<file path="src/rtl/riscv_int_controller_mc.sv">
// rtl/riscv_int_controller_mc.sv - multi-line level/edge interrupt controller with core req/ack/kill handshake
module riscv_int_controller_mc #(
    parameter int                 NUM_IRQ     = 32,
    parameter int                 ID_W        = 5,
    parameter logic [NUM_IRQ-1:0] EDGE_MASK   = '0,
    parameter bit                 PULP_SECURE = 1'b0
) (
    input  logic               clk,
    input  logic               rst_n,
    input  logic [NUM_IRQ-1:0] irq_i,
    input  logic [NUM_IRQ-1:0] irq_en_i,
    input  logic [NUM_IRQ-1:0] irq_sec_i,
    input  logic               m_IE_i,
    input  logic               u_IE_i,
    input  logic [1:0]         current_priv_lvl_i,
    input  logic               ctrl_ack_i,
    input  logic               ctrl_kill_i,
    output logic               irq_req_ctrl_o,
    output logic [ID_W-1:0]    irq_id_ctrl_o,
    output logic               irq_sec_ctrl_o,
    output logic [NUM_IRQ-1:0] irq_pending_o
);

    localparam logic [1:0] IDLE        = 2'b00;
    localparam logic [1:0] IRQ_PENDING = 2'b01;
    localparam logic [1:0] IRQ_DONE    = 2'b10;

    localparam logic [1:0] PRIV_M = 2'b11;
    localparam logic [1:0] PRIV_U = 2'b00;

    logic [1:0]         state_q;
    logic [ID_W-1:0]    id_q;
    logic               sec_q;
    logic [NUM_IRQ-1:0] prev_q;
    logic [NUM_IRQ-1:0] edge_pend_q;

    logic [NUM_IRQ-1:0] edge_rise;
    logic [NUM_IRQ-1:0] edge_clr;
    logic [NUM_IRQ-1:0] pend;
    logic [NUM_IRQ-1:0] eligible;
    logic [NUM_IRQ-1:0] cand;
    logic               ack_hit;
    logic               sel_valid;
    logic [ID_W-1:0]    sel_id;
    logic               sel_sec;

    assign ack_hit   = (state_q == IRQ_PENDING) && ctrl_ack_i;
    assign edge_rise = irq_i & ~prev_q & EDGE_MASK;
    assign pend      = (irq_i & ~EDGE_MASK) | (edge_pend_q & EDGE_MASK);
    assign cand      = pend & irq_en_i & eligible;

    // Only the acknowledged line loses its edge-pending bit.
    always_comb begin
        edge_clr = '0;
        for (int k = 0; k < NUM_IRQ; k++) begin
            edge_clr[k] = ack_hit && (id_q == ID_W'(k));
        end
    end

    always_comb begin
        eligible = '0;
        if (PULP_SECURE) begin
            if (current_priv_lvl_i == PRIV_M) begin
                eligible = {NUM_IRQ{m_IE_i}};
            end else if (current_priv_lvl_i == PRIV_U) begin
                eligible = {NUM_IRQ{u_IE_i}} | irq_sec_i;
            end
        end else begin
            eligible = {NUM_IRQ{m_IE_i}};
        end
    end

    // Scan from the top so the lowest eligible index is the last one written.
    always_comb begin
        sel_valid = 1'b0;
        sel_id    = '0;
        sel_sec   = 1'b0;
        for (int k = NUM_IRQ - 1; k >= 0; k--) begin
            if (cand[k]) begin
                sel_valid = 1'b1;
                sel_id    = ID_W'(k);
                sel_sec   = irq_sec_i[k];
            end
        end
    end

    always_ff @(posedge clk or negedge rst_n) begin
        if (!rst_n) begin
            state_q     <= IDLE;
            id_q        <= '0;
            sec_q       <= 1'b0;
            prev_q      <= '0;
            edge_pend_q <= '0;
        end else begin
            prev_q      <= irq_i;
            edge_pend_q <= ((edge_pend_q & ~edge_clr) | edge_rise) & EDGE_MASK;
            case (state_q)
                IDLE: begin
                    if (sel_valid) begin
                        state_q <= IRQ_PENDING;
                        id_q    <= sel_id;
                        sec_q   <= sel_sec;
                    end
                end
                IRQ_PENDING: begin
                    if (ctrl_ack_i) begin
                        state_q <= IRQ_DONE;
                    end else if (ctrl_kill_i) begin
                        state_q <= IDLE;
                    end
                end
                IRQ_DONE: begin
                    sec_q   <= 1'b0;
                    state_q <= IDLE;
                end
                default: begin
                    state_q <= IDLE;
                end
            endcase
        end
    end

    assign irq_req_ctrl_o = (state_q == IRQ_PENDING);
    assign irq_id_ctrl_o  = id_q;
    assign irq_sec_ctrl_o = sec_q;
    assign irq_pending_o  = pend;

endmodule
</file>
<file path="config.mk">
export PLATFORM = sky130hd
export DESIGN_NAME = riscv_int_controller_mc
export DESIGN_NICKNAME = d
export VERILOG_FILES = /design/src/rtl/riscv_int_controller_mc.sv
export SDC_FILE = /design/constraint.sdc
export NUM_CORES = 1
export LEC_CHECK = 0
export BUFFER_PORTS_ARGS = -buffer_cell sky130_fd_sc_hd__buf_2
export CAP_MARGIN = 20
export CORE_MARGIN = 2
export CORE_UTILIZATION = 42
export CTS_BUF_LIST = sky130_fd_sc_hd__clkbuf_4 sky130_fd_sc_hd__clkbuf_8 sky130_fd_sc_hd__clkbuf_16
export DETAILED_ROUTE_END_ITERATION = 10
export PLACE_DENSITY_LB_ADDON = 0.15
export SLEW_MARGIN = 20
export SYNTH_ARGS = -nofsm -noshare
export SYNTH_HDL_FRONTEND = slang
export SYNTH_SLANG_ARGS = --single-unit
</file>
<file path="constraint.sdc">
create_clock -name clk -period 2.5 [get_ports clk]
set_input_delay 0.375 -clock clk [delete_from_list [all_inputs] [get_ports clk]]
set_output_delay 0.375 -clock clk [all_outputs]
set_load 0.05 [all_outputs]
</file>
* After elaboration in Yosys (flattened, before gate mapping) *
Index checks and enable logic that the tools add are counted.

storage, ports and cells
  register bits = 8
  input port bits = 104
  output and inout bits = 39
  logic and storage cells = 116

operators by class
  eq/ne operators = 4
  muxes and demuxes = 102
  bitwise operators = 2
  reduce and logical (&&, ||, !) cells = 5

operators by type and width
  kind                                                 number
  two-way mux 5 bit                                    32
  two-way mux 1 bit                                    65
  AND 32 bit                                           2
  two-way mux 2 bit                                    3
  AND reduction 2 bit                                  3
  case mux 2 bit (2 select lines)                      1
  != test 3 bit, second input constant                 1
  equality test 2 x 1 -> 1 bit, second input constant  1
  equality test 2 bit, second input constant           1
  zero test 2 bit                                      1
  != test 2 bit, second input constant                 1
  case mux 1 bit (2 select lines)                      1
  nonzero test 2 bit                                   1

* Logic depth before layout (Yosys ltp) *
  depth in word-level cells = 36
  depth in mapped cells = 7
  depth with buffers taken out = 6

* Worst setup path after synthesis *
No wires, ideal clock.

  path type = input to register
  start = input irq_i[14]
  end = register sec_q, in the netlist irq_sec_ctrl_o
  library setup time = 0.127 ns
  arrival = 1.784 ns
  data required time = 2.373 ns
  slack = 0.589 ns
  stages on the path = 7
  buffers on the path = 1
  cell sequence = a22o_1 o41ai_2 a41o_1 buf_6 o21bai_1 a2bb2oi_1 o31ai_1

on the way
  word-level cells in the longest chain between the ends = 19
  elaborated cells on any way between the ends = 36
  classes of those cells = eq/ne (1); mux (32); bitwise (2); reduce/logical (1)

ends and longest elaborated chain
  item                                                                    RTL line  RTL
  start, declared                                                         10        input logic [NUM_IRQ-1:0] irq_i,
  AND 32 bit (*) (2 in a row)                                             50        assign cand = pend & irq_en_i & eligible;
  two-way mux 1 bit (15 in a row)                                         79        if (cand[k]) begin
  two-way mux 1 bit or != test 2 bit (tied branches)                      n/a
  case mux 1 bit (2 select lines) or AND reduction 2 bit (tied branches)  n/a
  end signal, assigned                                                    102       sec_q <= sel_sec;
  end, declared                                                           33        logic sec_q;

Mark *: on every way between the ends. The rest lies on a longest branch, timed or not. The select of a mux whose other input is x is not followed.
A chain may end at the register's enable or synchronous reset.

* Final worst setup path *
  start = input irq_i[5]
  end = register id_q[0], in the netlist irq_id_ctrl_o[0]

on the way
  word-level cells in the longest chain between the ends = 9
  elaborated cells on any way between the ends = 15
  classes of those cells = mux (12); bitwise (2); reduce/logical (1)

ends and longest elaborated chain
  item                            RTL line  RTL
  AND 32 bit (*) (2 in a row)     50
  two-way mux 1 bit (6 in a row)  79
  AND reduction 2 bit (no line)   n/a
  end signal, assigned            101       id_q <= sel_id;
  end, declared                   32        logic [ID_W-1:0] id_q;

Mark *: on every way between the ends. The rest lies on a longest branch, timed or not.

==> results.ini <==
[outcome]
outcome=finished, final reports clean

[yosys]
yosysWarnings=0
synthTopCellsByArea=buf_4 14%, dfrtp_1 12%, a22o_1 8.3%
synth_top_area_frac=0.143
synth_edf_count=0
synth_top_area_cell=buf_4
syn_inst=224
syn_area_um2=1680
synth_ff_type=dfrtp_1
async_flop_share=1.00
syn_nets=328
post_synth.cell_area_avg_um2=7.52
ys_types=48
synth-seq-area-share=0.119
ys_seq_elements=8

[final_layout]
drive_gt1_frac=0.478
fin_nets=441
syn2layout_area_growth_pct=33.1
final_cell_mix=139 x buf_2, 35 x nand2_1, 16 x a22o_1, 12 x o21ai_0, 10 x nor2_1
insertedDiodeCount=0
final_common_cell=buf_2
fillers=411

[floorplanning]
row_count=23
die_h_um=67.3
ios=143
core_um2=3940
die-area_um2=4530
die_w_um=67.3
start_util=0.427

[sta]
report.final.slew_viol_count=0
slew_headroom=0.678
finalWorstSetupSlack_ps=506
setup-tns-final_ps=0
hold_ws_ps=314
skew_ps=5.39
finalHoldViolations=0
setup-violations-final=0
worst_pin_slew_ps=471
clock.fmax_ghz=0.501
rsz0062_at_grt=no
fin_crit_sh=0.798
min_period_ps=1990

[global_routing]
overflow=0
grt_pass1_wl_mm=7.65
grt_max_degree=30
grt.total_usage=0.210
grt_pass1_vias=1829
antenna_found_initial=0

[route]
drc=0
drt_wl_total_mm=4.94
wl_per_cell_um=12.8
drtAntennaViolNets=0
via_per_inst=5.56
drtIter0Drc=44
via_count=2142
drt_first_pass_iters=4

[power_and_ir_drop]
cellPowerDensity_nw_per_um2=542
p_leak_nw=1.16
peakVddDrop_uv=218

[setup_path]
cp_max_fo=5
path_class=in -> reg
worstSetupStartpointType=input port
worstPathRequired_ps=2630
end_kind=flop
worstPathArrival_ps=2120

[clocking]
clk_pin_slew_ps=40
root_buffer=clkbuf_8
cts_max_path_buffers=2
cts_buffers=3
h-tree-depth=1
cts_resized=0
cts_tree=yes
clk-insertion-delay-late_ps=220
clock-sinks=8

[place]
preCtsSetupSlack_ps=301
hpwl_mm=4.27
gp_congestion=0.832
io_buffers=139

[run]
max_cap_violations=0

[hold_path]
hold_path_class=in -> reg

[final timing paths]
kind	startpoint	end	slack, ps	cells past startpoint
max in group asynchronous	rst_n	irq_id_ctrl_o[3]$_DFFE_PN0P_	1820	2
min reg2reg	irq_id_ctrl_o[2]$_DFFE_PN0P_	irq_id_ctrl_o[2]$_DFFE_PN0P_	470	1
min	ctrl_kill_i	state_q[0]$_DFFE_PN0P_	310	2
max reg2reg	state_q[1]$_DFFE_PN0P_	irq_sec_ctrl_o$_DFFE_PN0P_	1000	5
min in group asynchronous	rst_n	state_q[1]$_DFFE_PN0P_	510	2
max	irq_i[5]	irq_id_ctrl_o[0]$_DFFE_PN0P_	510	7
[metrics by stage]
step / total power, W / util / instances / cell area, um2
finish: 0.00122 / 0.568 / 385 / 2240
global route: 0.00131 / 0.568 / 385 / 2240
CTS: 0.00122 / 0.568 / 385 / 2240
detailed placement: 0.00107 / 0.555 / 381 / 2190
global placement: 0.00106 / 0.555 / 381 / 2190
floorplan: 0.000858 / - / 224 / 1680
[Yosys cell counts, types with 4 or more instances]
master and count:
buf_4 32, nor2_1 10, dfrtp_1 8, a22o_1 16, nand2_1 35, o41ai_1 4
a32o_1 4, a21oi_1 9, nand3b_1 4, o211ai_1 5, and2_2 5, a22oi_1 6
nand4_1 6, and2_1 7, buf_6 4, o21ai_0 12, inv_1 5
[critical path, stage by stage]
cell and delay [ps]:
buf_2 120, a22o_2 160, o221a_2 200, or3b_1 390, a2111oi_2 420, a22oi_1 190, o31ai_2 250
[layer usage]
layer / routed length (um) / track usage / vias to the layer above
met5: 0 / 0 / -
met4: 32 / 0.0434 / 0
met3: 347 / 0.00667 / 4
met2: 2490 / 0.385 / 83
met1: 2070 / 0.274 / 971
li1: - / - / 1084
[final cells by class]
type | count | area [um2] | area share
Inverter | 5 | 18.8 | 0.00838
Multi-Input combinational cell | 174 | 1170 | 0.524
Tap cell | 50 | 62.6 | 0.0279
Timing Repair Buffer | 145 | 743 | 0.332
Sequential cell | 8 | 200 | 0.0893
Clock buffer | 3 | 41.3 | 0.0184
[power by group]
part	leakage (nW)	total (W)	internal, W	switching, W
sequential	0.0987	0.000223	0.000190	0.0000328
combinational	1.04	0.000840	0.000279	0.000560
clock	0.0216	0.000153	0.000104	0.0000485
[cells by family (layout without fill, tap and decap cells)]
kind of cell,after synthesis,count (layout),synth area share
buffers and inverters,42,153,0.184
muxes,3,3,0.0178
AOI/OAI and AO/OA,95,95,0.453
DFF,8,8,0.119
and+or+nand+nor,76,76,0.227
[sequential cells by signal, summed over array words and instances (netlist names)]
name            count
state_q             2
irq_sec_ctrl_o      1
irq_id_ctrl_o       5
[timing repair]
item                                   CTS  global route
endpoints found under the hold margin    8             0
setup buffers                            0             0
hold buffers                             1             0
Note: power is estimated with default switching activity, not from simulation.
